==> config.mk <==
export PLATFORM = sky130hd
export DESIGN_NAME = hazard_ctrl_unit_flat
export DESIGN_NICKNAME = d
export VERILOG_FILES = /design/src/rtl/hazard_ctrl_if.sv /design/src/rtl/hazard_ctrl_unit.sv /design/src/flat_wrapper.sv
export SDC_FILE = /design/constraint.sdc
export NUM_CORES = 1
export LEC_CHECK = 0
export BUFFER_PORTS_ARGS = -buffer_cell sky130_fd_sc_hd__buf_4
export CORE_AREA = 2 2 85 87
export CTS_CLUSTER_SIZE = 30
export DETAILED_ROUTE_END_ITERATION = 6
export DIE_AREA = 0 0 87 89
export PLACE_DENSITY = 0.88
export SETUP_SLACK_MARGIN = 0.02
export SLEW_MARGIN = 15
export SYNTH_ARGS = -nofsm -noshare
export SYNTH_HDL_FRONTEND = slang
export SYNTH_SLANG_ARGS = --single-unit
==> constraint.sdc <==
create_clock -name clk_i -period 3.2 [get_ports clk_i]
set_input_delay 0.8 -clock clk_i [delete_from_list [all_inputs] [get_ports clk_i]]
set_output_delay 0.8 -clock clk_i [all_outputs]
set_load 0.05 [all_outputs]
==> src/rtl/hazard_ctrl_if.sv <==
// Hazard controller bundle: hazard sources and counter clear in, stall/flush vectors,
// FSM state and perf counters out. Producers use master, the controller uses slave.
interface hazard_ctrl_if #(
  parameter int NUM_STAGES = 5,
  parameter int CNT_W      = 32
);
  logic                  load_hazard_i;
  logic                  m_type_stall_i;
  logic                  mem_wait_i;
  logic                  branch_redirect_i;
  logic                  trap_i;
  logic                  cnt_clr_i;
  logic [NUM_STAGES-1:0] stall_o;
  logic [NUM_STAGES-1:0] flush_o;
  logic [1:0]            state_o;
  logic [CNT_W-1:0]      stall_cycles_o;
  logic [CNT_W-1:0]      flush_events_o;

  modport master (
    output load_hazard_i, m_type_stall_i, mem_wait_i, branch_redirect_i, trap_i, cnt_clr_i,
    input  stall_o, flush_o, state_o, stall_cycles_o, flush_events_o
  );

  modport slave (
    input  load_hazard_i, m_type_stall_i, mem_wait_i, branch_redirect_i, trap_i, cnt_clr_i,
    output stall_o, flush_o, state_o, stall_cycles_o, flush_events_o
  );
endinterface

==> src/rtl/hazard_ctrl_unit.sv <==
// Pipeline hazard/stall controller. Picks one stall/flush pattern per cycle from the
// highest-priority active source, sequences multi-cycle load-use bubbles and trap
// drains in a small FSM, and keeps saturating stall/flush perf counters.
module hazard_ctrl_unit #(
  parameter int NUM_STAGES = 5,
  parameter int ID_IDX     = 2,
  parameter int EX_IDX     = 3,
  parameter int LU_BUBBLES = 1,
  parameter int TRAP_DRAIN = 1,
  parameter int CNT_W      = 32
) (
  input  logic          clk_i,
  input  logic          rst_i,
  hazard_ctrl_if.slave  bus
);

  typedef enum logic [1:0] {
    S_RUN   = 2'd0,
    S_LU    = 2'd1,
    S_DRAIN = 2'd2
  } state_e;

  typedef enum logic [2:0] {
    P_NONE, P_TRAP, P_MWAIT, P_MTYPE, P_REDIR, P_LU
  } pat_e;

  localparam logic [2:0] LU_RELOAD = 3'(LU_BUBBLES - 1);
  localparam logic [2:0] TD_RELOAD = 3'(TRAP_DRAIN - 1);

  state_e                state_q, state_d;
  logic [2:0]            cnt_q, cnt_d;
  logic [CNT_W-1:0]      stall_cnt_q, stall_cnt_d;
  logic [CNT_W-1:0]      flush_cnt_q, flush_cnt_d;
  pat_e                  pat;
  logic [NUM_STAGES-1:0] stall, flush;

  // Priority select of the single pattern driven this cycle (none during reset)
  always_comb begin
    pat = P_NONE;
    if (rst_i)                                  pat = P_NONE;
    else if (bus.trap_i || state_q == S_DRAIN)  pat = P_TRAP;
    else if (bus.mem_wait_i)                    pat = P_MWAIT;
    else if (bus.m_type_stall_i)                pat = P_MTYPE;
    else if (bus.branch_redirect_i)             pat = P_REDIR;
    else if (bus.load_hazard_i || state_q == S_LU) pat = P_LU;
  end

  // Expand the selected pattern into per-register stall/flush bits
  always_comb begin
    stall = '0;
    flush = '0;
    for (int k = 0; k < NUM_STAGES; k++) begin
      case (pat)
        P_TRAP:  flush[k] = (k >= 1) && (k <= EX_IDX);
        P_MWAIT: begin
          stall[k] = (k <= EX_IDX);
          flush[k] = (k == EX_IDX + 1);
        end
        P_MTYPE: begin
          stall[k] = (k <= ID_IDX);
          flush[k] = (k == EX_IDX);
        end
        P_REDIR: flush[k] = (k >= 1) && (k <= ID_IDX);
        P_LU: begin
          stall[k] = (k < ID_IDX);
          flush[k] = (k == ID_IDX);
        end
        default: ;
      endcase
    end
  end

  // Next state / remaining-count for load-use bubbles and trap drain
  always_comb begin
    state_d = state_q;
    cnt_d   = cnt_q;
    case (state_q)
      S_RUN: begin
        if (pat == P_TRAP) begin
          if (TRAP_DRAIN > 1) begin
            state_d = S_DRAIN;
            cnt_d   = TD_RELOAD;
          end
        end else if (pat == P_LU && LU_BUBBLES > 1) begin
          state_d = S_LU;
          cnt_d   = LU_RELOAD;
        end
      end
      S_LU: begin
        if (bus.trap_i) begin
          // Abort the bubble sequence; the trap cycle itself is drain cycle 1
          state_d = (TRAP_DRAIN > 1) ? S_DRAIN : S_RUN;
          cnt_d   = (TRAP_DRAIN > 1) ? TD_RELOAD : 3'd0;
        end else if (bus.mem_wait_i || bus.m_type_stall_i) begin
          // Higher source owns the pipe; bubble count is frozen
        end else if (bus.branch_redirect_i) begin
          state_d = S_RUN;
          cnt_d   = 3'd0;
        end else if (cnt_q == 3'd1) begin
          state_d = S_RUN;
          cnt_d   = 3'd0;
        end else begin
          cnt_d = cnt_q - 3'd1;
        end
      end
      S_DRAIN: begin
        if (bus.trap_i) begin
          state_d = (TRAP_DRAIN > 1) ? S_DRAIN : S_RUN;
          cnt_d   = (TRAP_DRAIN > 1) ? TD_RELOAD : 3'd0;
        end else if (cnt_q == 3'd1) begin
          state_d = S_RUN;
          cnt_d   = 3'd0;
        end else begin
          cnt_d = cnt_q - 3'd1;
        end
      end
      default: begin
        state_d = S_RUN;
        cnt_d   = 3'd0;
      end
    endcase
  end

  // Saturating perf counters; clear beats a same-cycle increment
  always_comb begin
    stall_cnt_d = stall_cnt_q;
    flush_cnt_d = flush_cnt_q;
    if (bus.cnt_clr_i) begin
      stall_cnt_d = '0;
      flush_cnt_d = '0;
    end else begin
      if (stall[0] && !(&stall_cnt_q))
        stall_cnt_d = stall_cnt_q + 1'b1;
      if ((bus.trap_i || pat == P_REDIR) && !(&flush_cnt_q))
        flush_cnt_d = flush_cnt_q + 1'b1;
    end
  end

  // State and counter registers, synchronous reset
  always_ff @(posedge clk_i) begin
    if (rst_i) begin
      state_q     <= S_RUN;
      cnt_q       <= 3'd0;
      stall_cnt_q <= '0;
      flush_cnt_q <= '0;
    end else begin
      state_q     <= state_d;
      cnt_q       <= cnt_d;
      stall_cnt_q <= stall_cnt_d;
      flush_cnt_q <= flush_cnt_d;
    end
  end

  assign bus.stall_o        = stall;
  assign bus.flush_o        = flush;
  assign bus.state_o        = state_q;
  assign bus.stall_cycles_o = stall_cnt_q;
  assign bus.flush_events_o = flush_cnt_q;

endmodule

==> src/flat_wrapper.sv <==
// flat-port wrapper written by rule: the top's interface ports become plain ports
module hazard_ctrl_unit_flat 
#(
  parameter int NUM_STAGES = 5,
  parameter int ID_IDX     = 2,
  parameter int EX_IDX     = 3,
  parameter int LU_BUBBLES = 1,
  parameter int TRAP_DRAIN = 1,
  parameter int CNT_W      = 32
)
  (clk_i, rst_i, bus_load_hazard_i, bus_m_type_stall_i, bus_mem_wait_i, bus_branch_redirect_i, bus_trap_i, bus_cnt_clr_i, bus_stall_o, bus_flush_o, bus_state_o, bus_stall_cycles_o, bus_flush_events_o);
  hazard_ctrl_if #(.NUM_STAGES(NUM_STAGES), .CNT_W(CNT_W)) bus_i ();
  input  logic clk_i;
  input  logic rst_i;
  input wire logic [$bits(bus_i.load_hazard_i)-1:0] bus_load_hazard_i;
  input wire logic [$bits(bus_i.m_type_stall_i)-1:0] bus_m_type_stall_i;
  input wire logic [$bits(bus_i.mem_wait_i)-1:0] bus_mem_wait_i;
  input wire logic [$bits(bus_i.branch_redirect_i)-1:0] bus_branch_redirect_i;
  input wire logic [$bits(bus_i.trap_i)-1:0] bus_trap_i;
  input wire logic [$bits(bus_i.cnt_clr_i)-1:0] bus_cnt_clr_i;
  output wire logic [$bits(bus_i.stall_o)-1:0] bus_stall_o;
  output wire logic [$bits(bus_i.flush_o)-1:0] bus_flush_o;
  output wire logic [$bits(bus_i.state_o)-1:0] bus_state_o;
  output wire logic [$bits(bus_i.stall_cycles_o)-1:0] bus_stall_cycles_o;
  output wire logic [$bits(bus_i.flush_events_o)-1:0] bus_flush_events_o;
  assign bus_i.load_hazard_i = bus_load_hazard_i;
  assign bus_i.m_type_stall_i = bus_m_type_stall_i;
  assign bus_i.mem_wait_i = bus_mem_wait_i;
  assign bus_i.branch_redirect_i = bus_branch_redirect_i;
  assign bus_i.trap_i = bus_trap_i;
  assign bus_i.cnt_clr_i = bus_cnt_clr_i;
  assign bus_stall_o = bus_i.stall_o;
  assign bus_flush_o = bus_i.flush_o;
  assign bus_state_o = bus_i.state_o;
  assign bus_stall_cycles_o = bus_i.stall_cycles_o;
  assign bus_flush_events_o = bus_i.flush_events_o;
  hazard_ctrl_unit #(.NUM_STAGES(NUM_STAGES), .ID_IDX(ID_IDX), .EX_IDX(EX_IDX), .LU_BUBBLES(LU_BUBBLES), .TRAP_DRAIN(TRAP_DRAIN), .CNT_W(CNT_W)) u_core (.clk_i(clk_i), .rst_i(rst_i), .bus(bus_i));
endmodule
== Word-level counts from Yosys, hierarchy flattened ==
Index checks and enable logic that the tools add are counted.
Word-level totals
  register bits after elaboration: 69
  bits in latches: 0
  bits in writable memories: 0
  bits in read-only memories: 0
  bits of input ports: 8
  output and inout bits: 76
  word-level logic and storage cells: 59
  memories kept: 0
Operators by class
  $add $sub $neg: 3
  $mul: 0
  divide/modulo/power cells: 0
  $lt $le $gt $ge: 0
  equal/unequal tests: 9
  shift operators: 0
  muxes and demuxes: 24
  bitwise gates (word level): 1
  reductions and logical operators: 18
Operators with widths (count)
  $add A32 B1 Y32 const B: 2
  $reduce_and A32 Y1: 2
  $mux W3: 11
  $mux W2: 5
  $pmux W3 S3: 1
  $reduce_or A2 Y1: 4
  $eq A3 B1 Y1 const B: 2
  $eq A3 B2 Y1 const B: 2
  $eq A3 B3 Y1 const B: 2
  $mux W1: 6
  $pmux W2 S3: 1
  $reduce_or A3 Y1: 2
  $logic_or A1 B1 Y1: 4
  $ne A3 B3 Y1 const B: 1
  $sub A3 B1 Y3 const B: 1
  $eq A2 B1 Y1 const B: 1
  $eq A2 B2 Y1 const B: 1
  $logic_and A1 B1 Y1: 2
  $logic_not A1 Y1: 2
  $logic_not A2 Y1: 1
  $reduce_and A2 Y1: 1
  $not A1 Y1: 1

== Logic depth before layout (Yosys ltp) ==
Gate-level depths: netlist (run 1).
  depth after elaboration: 12
  mapped depth: 8
  gate-level depth less buffers: 7

== Worst setup path after synthesis (run 1) ==
No wires, ideal clock.
  path kind: register to output
  from: register u_core.state_q[0], in the netlist u_core.bus.state_o[0]
  to: output bus_stall_o[1]
  data arrival time: 2.174 ns
  data required time: 2.400 ns
  setup slack: 0.226 ns
  stages on the path, launching flop included: 6
  buffers on the path: 1
  path through: dfxtp_1 -> inv_1 -> ha_1 -> nor3_1 -> o21a_1 -> buf_4
On the way
  longest elaborated chain between the ends: 11
  elaborated cells between the ends (all ways): 15
  classes of those cells: eq/ne (5); mux (7); reduce/logical (3)
Ends and longest elaborated chain
  from (decl): line hazard_ctrl_unit.sv:30  | state_e state_q, state_d;
  from (signal assigned): line hazard_ctrl_unit.sv:147  | state_q <= state_d;
  $eq A2 B1 Y1: line hazard_ctrl_unit.sv:45  | else if (bus.load_hazard_i || state_q == S_LU) pat = P_LU;
  $logic_or A1 B1 Y1: line hazard_ctrl_unit.sv:45
  $mux W3: line hazard_ctrl_unit.sv:45
  $mux W3: line hazard_ctrl_unit.sv:44  | else if (bus.branch_redirect_i) pat = P_REDIR;
  $mux W3: line hazard_ctrl_unit.sv:43  | else if (bus.m_type_stall_i) pat = P_MTYPE;
  $mux W3: line hazard_ctrl_unit.sv:42  | else if (bus.mem_wait_i) pat = P_MWAIT;
  $mux W3 (*): line hazard_ctrl_unit.sv:41  | else if (bus.trap_i || state_q == S_DRAIN) pat = P_TRAP;
  $mux W3 (*): line hazard_ctrl_unit.sv:40  | if (rst_i) pat = P_NONE;
  $eq A3 B2 Y1 / $eq A3 B3 Y1 (equally long branches)
  $reduce_or A3 Y1 (no line) (*)
  $mux W1 (*)
  to (decl): line flat_wrapper.sv:21  | output wire logic [$bits(bus_i.stall_o)-1:0] bus_stall_o;
Mark *: on every way between the ends. The rest lies on a longest branch, timed or not.

== Worst setup path in the final report (run 1) ==
  from: register u_core.state_q[0], in the netlist u_core.bus.state_o[0]
  to: output bus_stall_o[1]
On the way
  longest elaborated chain between the ends: 11
  elaborated cells between the ends (all ways): 15
  classes of those cells: eq/ne (5); mux (7); reduce/logical (3)
Ends and longest elaborated chain
  $eq A2 B1 Y1: line hazard_ctrl_unit.sv:45
  $logic_or A1 B1 Y1: line hazard_ctrl_unit.sv:45
  $mux W3: line hazard_ctrl_unit.sv:45
  $mux W3: line hazard_ctrl_unit.sv:44
  $mux W3: line hazard_ctrl_unit.sv:43
  $mux W3: line hazard_ctrl_unit.sv:42
  $mux W3 (*): line hazard_ctrl_unit.sv:41
  $mux W3 (*): line hazard_ctrl_unit.sv:40
  $eq A3 B2 Y1 / $eq A3 B3 Y1 (equally long branches)
  $reduce_or A3 Y1 (no line) (*)
  $mux W1 (*): line hazard_ctrl_unit.sv:53  | case (pat)
Marked as above.

==> impl_metrics.sql, run 1 <==
INSERT INTO impl_metrics (metric_group, metric, value, unit) VALUES
('drt', 'num_vias', '3698', ''),
('place', 'placedCellCount', '584', ''),
('grt', 'grt.met3_usage', '5.725', '%'),
('hold_path', 'hold_path_startpoint', 'u_core.bus.flush_events_o[23]', ''),
('critical_path', 'crit_path_cell_trace', 'inv_1, ha_1, nor3_1, o21a_1, buf_4', ''),
('grt', 'vias_in_the_first_global_route', '3378', ''),
('synthesis', 'ys_types', '46', ''),
('critical_path', 'worst_setup_path_startpoint', 'u_core.bus.state_o[0]', ''),
('place', 'number_of_i_o_port_buffers', '81', ''),
('grt', 'grt.met2_usage', '38.58', '%'),
('synthesis', 'synth_top_area_cell', 'sky130_fd_sc_hd__dfxtp_1', ''),
('critical_path', 'critical_path.n_buffers_inverters', '2', ''),
('clock_network', 'clkSinkCount', '69', ''),
('place', 'placer_congestion', '0.8405', ''),
('drt', 'wl_per_cell', '15.53', 'um'),
('timing', 'postLayoutSetupSlackWorst', '435.8', 'ps'),
('place', 'placed_inst_area', '4222', 'sq um'),
('clock_network', 'post_cts_gate_resize_count', '0', ''),
('timing', 'hold_viol_final', '0', ''),
('synthesis', 'synth_enable_flop_cells', '0', ''),
('finish', 'fraction_of_final_layout_cells_with_drive_strength_greater_than_1', '21.35', '%'),
('clock_network', 'insertion_delay', '350', 'ps'),
('synthesis', 'synth.cell_area', '3568', 'sq um'),
('synthesis', 'synth_ff_type', 'sky130_fd_sc_hd__dfxtp_1', ''),
('timing', 'hold-worst-slack', '493.8', 'ps'),
('timing', 'slew_violations', '0', ''),
('drt', 'drt-total-wl', '9320', 'um'),
('drt', 'route.detailed.vias_per_inst', '6.163', ''),
('die', 'floorplan.die_area', '7743', 'sq um'),
('timing', 'max_clock_freq', '0.3618', 'GHz'),
('die', 'horiz_die_dim', '87', 'um'),
('place', 'hpwl', '6657', 'um'),
('grt', 'globalRouteOverflowTotal', '0', ''),
('synthesis', 'synth_top_cells_by_count', '69 x sky130_fd_sc_hd__dfxtp_1, 48 x sky130_fd_sc_hd__a21oi_1, 34 x sky130_fd_sc_hd__nand2_1', ''),
('finish', 'layout.core_utilization', '66.52', '%'),
('place', 'place_worst_setup_slack', '327.4', 'ps'),
('synthesis', 'synth_most_common_cell', 'sky130_fd_sc_hd__dfxtp_1', ''),
('power', 'design_power_total', '1.831', 'mW'),
('synthesis', 'sequential_element_share_of_the_synthesized_area', '38.71', '%'),
('die', 'die_h', '89', 'um'),
('finish', 'nets', '530', ''),
('grt', 'global_route.usage.met1', '33.14', '%'),
('power', 'power.density', '409.6', 'nW/um^2'),
('critical_path', 'crit_path_max_incr_delay', '360', 'ps'),
('die', 'std_cell_rows', '30', ''),
('finish', 'post-route-cell-area', '4469', 'sq um'),
('timing', 'setup-violations-final', '0', ''),
('critical_path', 'cp_top_family', 'flip-flops', ''),
('clock_network', 'holdBufCountCts', '0', ''),
('status', 'run_status', 'finished, final reports clean', ''),
('timing', 'skew', '9.947', 'ps'),
('critical_path', 'worstReg2RegStart', 'u_core.bus.state_o[0]', ''),
('drt', 'drc_viols', '0', ''),
('timing', 'finalSetupTns', '0', 'ps'),
('critical_path', 'setup.worst_path.class', 'flop to output pin', ''),
('synthesis', 'asyncSetResetFlopFracSynth', '0', '%'),
('synthesis', 'postSynthAreaPerCell', '8.184', 'sq um'),
('die', 'area_inside_the_core_boundary', '6719', 'sq um'),
('synthesis', 'synthDominantCellAreaShare', '38.71', '%'),
('critical_path', 'worst_ep_required', '2400', 'ps'),
('clock_network', 'clock_tree.buffer_depth', '2', ''),
('finish', 'layoutNonFillerInstCount', '600', ''),
('die', 'floorplan.initialDensity', '53.11', '%'),
('synthesis', 'ys_ff_latch', '69', ''),
('die', 'io-pin-count', '84', ''),
('finish', 'insertedDiodeCount', '0', ''),
('timing', 'grt_setup_unrepaired', 'false', ''),
('timing', 'fin_crit_sh', '86.38', '%'),
('critical_path', 'worstSetupStartpointType', 'flop', ''),
('timing', 'tightestPinTransition', '948.2', 'ps'),
('grt', 'grt_pass1_wl', '15420', 'um');
[flip-flops by register name, summed over array words and instances (netlist names)]
name / flops
u_core.bus.flush_events_o: 32
u_core.bus.stall_cycles_o: 32
u_core.bus.state_o: 2
u_core.cnt_q: 3
[routing by layer]
layer | share of wire (%) | vias up
met5 | 0 | -
met4 | 1.6 | 0
met3 | 5.6 | 15
met2 | 47 | 111
met1 | 46 | 1764
li1 | - | 1808
[layout make-up]
class	count	area [sq um]	area share [%]
inverter	12	45.04	1.008
sequential	69	1381	30.91
clock buffer	10	137.6	3.080
clock inverter	6	110.1	2.464
tap	80	100.1	2.240
multi-input combinational	339	2064	46.19
timing repair buffer	84	630.6	14.11
[path summary, 6_finish.rpt]
kind | endpoint | slack [ps] | cells after the start
setup / recovery | bus_stall_o[1] | 440 | 5
hold / removal | u_core.bus.flush_events_o[23] | 490 | 2
setup reg to reg | u_core.bus.stall_cycles_o[26] | 530 | 7
hold reg to reg | u_core.bus.flush_events_o[23] | 490 | 2
[cell usage in the layout (no fill, tap or decap), types with 5 or more instances in the layout]
cell and n:
sky130_fd_sc_hd__o31ai_1 20, sky130_fd_sc_hd__and3_1 13, sky130_fd_sc_hd__nand2_1 34, sky130_fd_sc_hd__o211ai_1 5, sky130_fd_sc_hd__and4_1 9, sky130_fd_sc_hd__or4_1 24, sky130_fd_sc_hd__xnor2_1 6, sky130_fd_sc_hd__nor2_1 26
sky130_fd_sc_hd__o21ai_0 25, sky130_fd_sc_hd__nand4_1 14, sky130_fd_sc_hd__ha_1 7, sky130_fd_sc_hd__and2_1 7, sky130_fd_sc_hd__nand3_1 27, sky130_fd_sc_hd__a21oi_1 48, sky130_fd_sc_hd__buf_4 84, sky130_fd_sc_hd__clkbuf_8 10
sky130_fd_sc_hd__xor2_1 6, sky130_fd_sc_hd__or3_1 27, sky130_fd_sc_hd__inv_1 12, sky130_fd_sc_hd__dfxtp_1 69
[tightest hold or removal path: cells and delay by family (launching register included)]
family          cells  cell delay [ps]
flops               1              330
compound gates      2              120
[power by group]
group / switching [mW] / internal, mW / total [mW] / leakage (nW)
Clock: 0.335 / 0.537 / 0.872 / 0.119
Combinational: 0.0708 / 0.0260 / 0.0968 / 0.935
Sequential: 0.00221 / 0.859 / 0.862 / 0.556
Total: 0.408 / 1.42 / 1.83 / 1.61
[cell families (layout without fill, tap and decap cells)]
kind of cell / after synthesis / count (layout) / synth area share [%]
buf+inv: 29 / 112 / 3.541
simple gates: 199 / 199 / 31.73
fa+ha+maj: 7 / 7 / 2.454
mux: 1 / 1 / 0.2805
compound gates: 118 / 118 / 20.23
other cells: 1 / 2 / 0.1051
xor+xnor: 12 / 12 / 2.945
flops: 69 / 69 / 38.71
No activity file was read; power rests on OpenSTA's default activity.
==> inputs of run 2 (changes only) <==
Clock period 3.2 ns to 2.8 ns, I/O delays scaled along.
==> impl_metrics.sql, run 2 (synthesis results as in run 1) <==
INSERT INTO impl_metrics (metric_group, metric, value, unit) VALUES
('status', 'run_status', 'finished, final reports clean', ''),
('place', 'number_of_i_o_port_buffers', '81', ''),
('finish', 'area.sequential', '1381', 'sq um'),
('hold_path', 'timing.hold.worst.class', 'flop to flop', ''),
('finish', 'insertedDiodeCount', '0', ''),
('timing', 'setup-violations-final', '0', ''),
('finish', 'multi_input_area', '2072', 'sq um'),
('critical_path', 'worstSetupStartpointType', 'flop', ''),
('clock_network', 'clock_tree.buffer_depth', '2', ''),
('power', 'power.density', '427.7', 'nW/um^2'),
('power', 'max-vdd-ir-drop', '0.2516', 'mV'),
('timing', 'tightestPinTransition', '1043', 'ps'),
('critical_path', 'worst_ep_required', '2100', 'ps'),
('clock_network', 'cts-htree-levels', '3', ''),
('timing', 'hold_viol_final', '0', ''),
('clock_network', 'clkSinkCount', '69', ''),
('clock_network', 'clock_tree_from_tritoncts', 'built', ''),
('timing', 'finalCriticalPeriod', '2603', 'ps'),
('die', 'area_inside_the_core_boundary', '6719', 'sq um'),
('timing', 'finalSetupTns', '0', 'ps'),
('clock_network', 'clockRootBuffer', 'sky130_fd_sc_hd__clkbuf_8', ''),
('die', 'io-pin-count', '84', ''),
('timing', 'max-slew-margin-rel', '29.40', '%'),
('finish', 'post-route-cell-area', '4452', 'sq um'),
('place', 'hpwl', '6544', 'um'),
('die', 'horiz_die_dim', '87', 'um'),
('timing', 'max_clock_freq', '0.3842', 'GHz'),
('power', 'switchingPower', '0.4565', 'mW'),
('finish', 'layout.cells.most_common', 'sky130_fd_sc_hd__buf_4', ''),
('clock_network', 'cts_buffers', '9', ''),
('grt', 'grt_pass1_wl', '14400', 'um'),
('grt', 'antenna_found_initial', '0', ''),
('power', 'design_power_total', '1.904', 'mW'),
('critical_path', 'cp_data_arrival_time', '1900', 'ps'),
('die', 'std_cell_rows', '30', ''),
('power', 'p_sw_share', '23.97', '%'),
('finish', 'area_growth', '24.75', '%'),
('finish', 'fill_cells', '545', ''),
('die', 'die_h', '89', 'um'),
('finish', 'fraction_of_final_layout_cells_with_drive_strength_greater_than_1', '22.14', '%'),
('drt', 'drt-total-wl', '9213', 'um'),
('die', 'floorplan.die_area', '7743', 'sq um'),
('critical_path', 'setup.worst_path.class', 'flop to output pin', ''),
('drt', 'route.detailed.vias_per_inst', '6.157', ''),
('clock_network', 'cts_setup_buffers', '0', ''),
('place', 'placer_congestion', '0.8749', ''),
('grt', 'vias_in_the_first_global_route', '3218', ''),
('finish', 'nets', '534', ''),
('drt', 'wl_per_cell', '15.25', 'um'),
('grt', 'globalRouteTotalUtil', '23.28', '%'),
('power', 'internal_power', '1.448', 'mW'),
('drt', 'drt_first_iter_violations', '135', ''),
('drt', 'num_vias', '3719', ''),
('clock_network', 'insertion_delay', '350', 'ps'),
('power', 'static-leakage-power', '1.610', 'nW'),
('timing', 'grt_setup_unrepaired', 'false', ''),
('drt', 'drc_viols', '0', ''),
('grt', 'globalRouteOverflowTotal', '0', ''),
('drt', 'drt_pass1_iterations', '5', ''),
('critical_path', 'critical_path_fanouts_max', '7', ''),
('drt', 'drtAntennaViolNets', '0', ''),
('timing', 'fin_crit_sh', '92.97', '%'),
('power', 'comb_power_share', '5.9', '%'),
('die', 'floorplan.initialDensity', '53.11', '%'),
('power', 'clockPowerShare', '42.4', '%'),
('timing', 'hold-worst-slack', '501.8', 'ps'),
('timing', 'skew', '8.269', 'ps'),
('job', 'max_cap_viol_count', '0', ''),
('clock_network', 'clk_slew_on_worst_s_h_paths', '80', 'ps'),
('finish', 'layoutNonFillerInstCount', '604', ''),
('finish', 'layout.cells.most_common_list', '88 x sky130_fd_sc_hd__buf_4, 69 x sky130_fd_sc_hd__dfxtp_1, 48 x sky130_fd_sc_hd__a21oi_1', ''),
('timing', 'slew_violations', '0', ''),
('grt', 'maximum_number_of_pins_on_one_net_before_global_route_repair', '36', ''),
('place', 'placed_inst_area', '4254', 'sq um'),
('power', 'seq_power_share', '51.7', '%'),
('place', 'placedCellCount', '588', ''),
('critical_path', 'setup.worst_path.end_class', 'output pin', '');
==> run 2: path summary, 6_finish.rpt <==
kind	slack [ps]	start	end	depth (start not counted)
worst min register to register	500	u_core.bus.flush_events_o[23]	u_core.bus.flush_events_o[23]	2
worst max-delay path	200	u_core.bus.state_o[0]	bus_stall_o[0]	6
worst max register to register	320	u_core.bus.flush_events_o[0]	u_core.bus.flush_events_o[26]	6
worst min-delay path	500	u_core.bus.flush_events_o[23]	u_core.bus.flush_events_o[23]	2
==> run 2: power groups by stage <==
stage	registers (mW)	logic (mW)	clock network, mW
2_1_floorplan	1.01	0.0713	0
3_3_place_gp	1.01	0.109	0
3_5_place_dp	1.01	0.110	0
4_1_cts	0.985	0.111	0.812
5_1_grt	0.985	0.119	0.861
6_report	0.985	0.112	0.807
==> run 2: metal layers <==
metal | vias up | global-route usage [%] | part of all wire, %
li1 | 1816 | - | -
met1 | 1777 | 29.29 | 44
met2 | 110 | 38.79 | 48
met3 | 16 | 4.247 | 5.5
met4 | 0 | 10.94 | 1.9
met5 | - | 0 | 0
==> run 2: what timing repair did <==
action | 4_1_cts | 5_1_grt
hold buffers | 0 | 0
endpoints found under the setup margin | 0 | 1
hold endpoints to repair | 0 | 0
gates resized for setup | 0 | 1
==> run 2: metrics by stage <==
| step | utilization, % | setup WS, ps |
|---|---|---|
| 6_report | 66.26 | 196.9 |
| 5_1_grt | 66.26 | 111.4 |
| 4_1_cts | 66.18 | 116.9 |
| 3_5_place_dp | 63.31 | 184.3 |
| 3_3_place_gp | 63.31 | 299.7 |
| 2_1_floorplan | - | 51.46 |
==> run 2: critical path, stage by stage, from the launching register on <==
cell and delay [ps]:
sky130_fd_sc_hd__dfxtp_1 360, sky130_fd_sc_hd__inv_1 90, sky130_fd_sc_hd__ha_1 260, sky130_fd_sc_hd__nor3_2 240, sky130_fd_sc_hd__buf_4 160, sky130_fd_sc_hd__o21a_2 220
sky130_fd_sc_hd__buf_4 230
==> run 2: cell type report <==
type | instances | area share, %
well taps | 80 | 2.248
repair buffers | 88 | 14.84
clock inverters | 4 | 1.068
clock buffers | 12 | 3.260
inverters | 12 | 1.012
multi-input cells | 339 | 46.54
flip-flops and latches | 69 | 31.03
==> inputs of run 3 (changes only) <==
Settings changed: CORE_AREA 2 2 85 87 to 2 2 84 86, CTS_BUF_LIST from default to sky130_fd_sc_hd__clkbuf_4 sky130_fd_sc_hd__clkbuf_8, CTS_CLUSTER_SIZE 30 to 40, DIE_AREA 0 0 87 89 to 0 0 86 88, PLACE_DENSITY 0.88 to 0.9.
==> impl_metrics.sql, run 3 (synthesis results as in run 1) <==
INSERT INTO impl_metrics (metric_group, metric, value, unit) VALUES
('timing', 'slew_violations', '0', ''),
('clock_network', 'insertion_delay', '350', 'ps'),
('power', 'static-leakage-power', '1.612', 'nW'),
('place', 'number_of_i_o_port_buffers', '81', ''),
('clock_network', 'cts_buffers', '9', ''),
('power', 'design_power_total', '1.872', 'mW'),
('critical_path', 'worstSetupStartpointType', 'flop', ''),
('die', 'io-pin-count', '84', ''),
('die', 'die_h', '88', 'um'),
('critical_path', 'slowest_stage', 'sky130_fd_sc_hd__dfxtp_1', ''),
('timing', 'hold_viol_final', '0', ''),
('critical_path', 'crit_path_max_incr_delay', '360', 'ps'),
('drt', 'num_vias', '3721', ''),
('critical_path', 'crit_path_cell_trace', 'inv_1, ha_1, nor3_2, buf_4, o21a_2, buf_4', ''),
('drt', 'met2_length', '4601', 'um'),
('critical_path', 'setup.worst_path.class', 'flop to output pin', ''),
('timing', 'finalCriticalPeriod', '2572', 'ps'),
('place', 'hpwl', '6831', 'um'),
('finish', 'fraction_of_final_layout_cells_with_drive_strength_greater_than_1', '22.37', '%'),
('finish', 'area_growth', '24.54', '%'),
('critical_path', 'cp_common_cell', 'sky130_fd_sc_hd__buf_4', ''),
('critical_path', 'critical_path_fanouts_max', '7', ''),
('clock_network', 'clkSinkCount', '69', ''),
('grt', 'globalRouteOverflowTotal', '0', ''),
('grt', 'grt_pass1_wl', '15190', 'um'),
('drt', 'drt-total-wl', '9496', 'um'),
('timing', 'setup-violations-final', '0', ''),
('grt', 'maximum_number_of_pins_on_one_net_before_global_route_repair', '28', ''),
('timing', 'grt_setup_unrepaired', 'false', ''),
('die', 'floorplan.initialDensity', '53.71', '%'),
('drt', 'route.detailed.vias_per_inst', '6.171', ''),
('drt', 'met1_length', '4155', 'um'),
('critical_path', 'regToRegEndpoint', 'u_core.bus.flush_events_o[26]', ''),
('clock_network', 'cts-htree-levels', '3', ''),
('drt', 'top_layer_used', 'met4', ''),
('die', 'area_inside_the_core_boundary', '6644', 'sq um'),
('die', 'floorplan.die_area', '7568', 'sq um'),
('place', 'placer_congestion', '0.9011', ''),
('timing', 'finalSetupTns', '0', 'ps'),
('hold_path', 'timing.hold.worst.class', 'flop to flop', ''),
('place', 'placed_inst_area', '4254', 'sq um'),
('hold_path', 'worst_hold_path.endpoint', 'u_core.bus.flush_events_o[23]', ''),
('drt', 'met3_wirelength', '527', 'um'),
('finish', 'layout.cells.most_common_list', '88 x sky130_fd_sc_hd__buf_4, 69 x sky130_fd_sc_hd__dfxtp_1, 48 x sky130_fd_sc_hd__a21oi_1', ''),
('drt', 'drtAntennaViolNets', '0', ''),
('clock_network', 'clockRootBuffer', 'sky130_fd_sc_hd__clkbuf_8', ''),
('finish', 'layoutNonFillerInstCount', '603', ''),
('critical_path', 'worst_ep_required', '2100', 'ps'),
('clock_network', 'cts_setup_buffers', '0', ''),
('critical_path', 'cp_data_arrival_time', '1870', 'ps'),
('drt', 'drt_first_iter_violations', '189', ''),
('finish', 'nets', '534', ''),
('finish', 'layout.cells.most_common', 'sky130_fd_sc_hd__buf_4', ''),
('power', 'power.density', '421.3', 'nW/um^2'),
('die', 'std_cell_rows', '30', ''),
('die', 'horiz_die_dim', '86', 'um'),
('finish', 'post-route-cell-area', '4444', 'sq um'),
('timing', 'postLayoutSetupSlackWorst', '228.2', 'ps'),
('clock_network', 'clock_tree.buffer_depth', '2', ''),
('grt', 'globalRouteTotalUtil', '24.92', '%'),
('critical_path', 'rrSetupSlack', '310', 'ps'),
('clock_network', 'clk_slew_on_worst_s_h_paths', '70', 'ps'),
('grt', 'vias_in_the_first_global_route', '3306', ''),
('drt', 'drc_viols', '0', ''),
('timing', 'tightestPinTransition', '989.3', 'ps'),
('finish', 'insertedDiodeCount', '0', ''),
('place', 'placedCellCount', '588', ''),
('critical_path', 'setup.worst_path.end_class', 'output pin', ''),
('timing', 'max-slew-margin-rel', '33.00', '%'),
('job', 'max_cap_viol_count', '0', ''),
('hold_path', 'hold_path_startpoint', 'u_core.bus.flush_events_o[23]', ''),
('critical_path', 'worstReg2RegStart', 'u_core.bus.flush_events_o[0]', ''),
('power', 'max-vdd-ir-drop', '0.2542', 'mV'),
('clock_network', 'clock_tree_from_tritoncts', 'built', ''),
('timing', 'skew', '8.204', 'ps'),
('timing', 'max_clock_freq', '0.3888', 'GHz'),
('hold_path', 'min_delay_path_depth', '2', ''),
('critical_path', 'worstRegToRegCells', '6', ''),
('drt', 'drt_pass1_iterations', '5', ''),
('drt', 'wl_per_cell', '15.75', 'um'),
('timing', 'hold-worst-slack', '507.4', 'ps'),
('finish', 'layout.core_utilization', '66.89', '%'),
('timing', 'fin_crit_sh', '91.85', '%'),
('grt', 'antenna_found_initial', '0', ''),
('status', 'run_status', 'finished, final reports clean', ''),
('place', 'place_worst_setup_slack', '224.2', 'ps');
==> run 3: changes by cell type in the layout (fill, tap and decap cells not counted), sizes merged <==
cell / delta
clkinvlp: -1
bufinv: -1
clkinv: -1
clkbuf: +2
==> run 3: final cells by class <==
class / count / area [sq um]
clock inverter: 1 / 5.005
timing repair buffer: 88 / 660.6
inverter: 12 / 45.04
multi-input combinational: 339 / 2072
tap: 80 / 100.1
sequential: 69 / 1381
clock buffer: 14 / 180.2
fill: 560 / 2200
==> run 3: critical path, delay by kind of cell (launching register included) <==
family | cells | cell delay (ps)
flip-flops | 1 | 360
AO/OA/AOI/OAI | 1 | 210
AND/OR/NAND/NOR | 1 | 210
adder cells (fa/ha/maj) | 1 | 270
buffers and inverters | 3 | 470
==> run 3: how the worst max path moves through the flow <==
stage / startpoint / end / cells past startpoint
global placement: bus_trap_i / u_core.bus.stall_cycles_o[26] / 6
detailed placement: bus_trap_i / u_core.bus.stall_cycles_o[30] / 6
floorplan: u_core.bus.state_o[0] / u_core.bus.stall_cycles_o[26] / 8
CTS: u_core.bus.state_o[0] / bus_stall_o[0] / 6
finish: u_core.bus.state_o[0] / bus_stall_o[0] / 6
global route: u_core.bus.state_o[0] / bus_stall_o[1] / 6
==> run 3: metal layers <==
metal	vias up	track usage (%)
met3	25	4.336
met2	129	41.72
met4	0	10.53
met5	-	0
li1	1820	-
met1	1747	31.80
==> run 3: power by group <==
| part | internal (mW) | total (mW) | switching [mW] |
|---|---|---|---|
| registers | 0.983 | 0.985 | 0.00267 |
| clock network | 0.409 | 0.773 | 0.365 |
| logic | 0.0329 | 0.114 | 0.0808 |
==> run 3: repair_timing <==
item,in CTS,in global routing
hold endpoints to repair,0,0
setup endpoints to repair,0,2
hold buffers,0,0
resized for setup,0,1
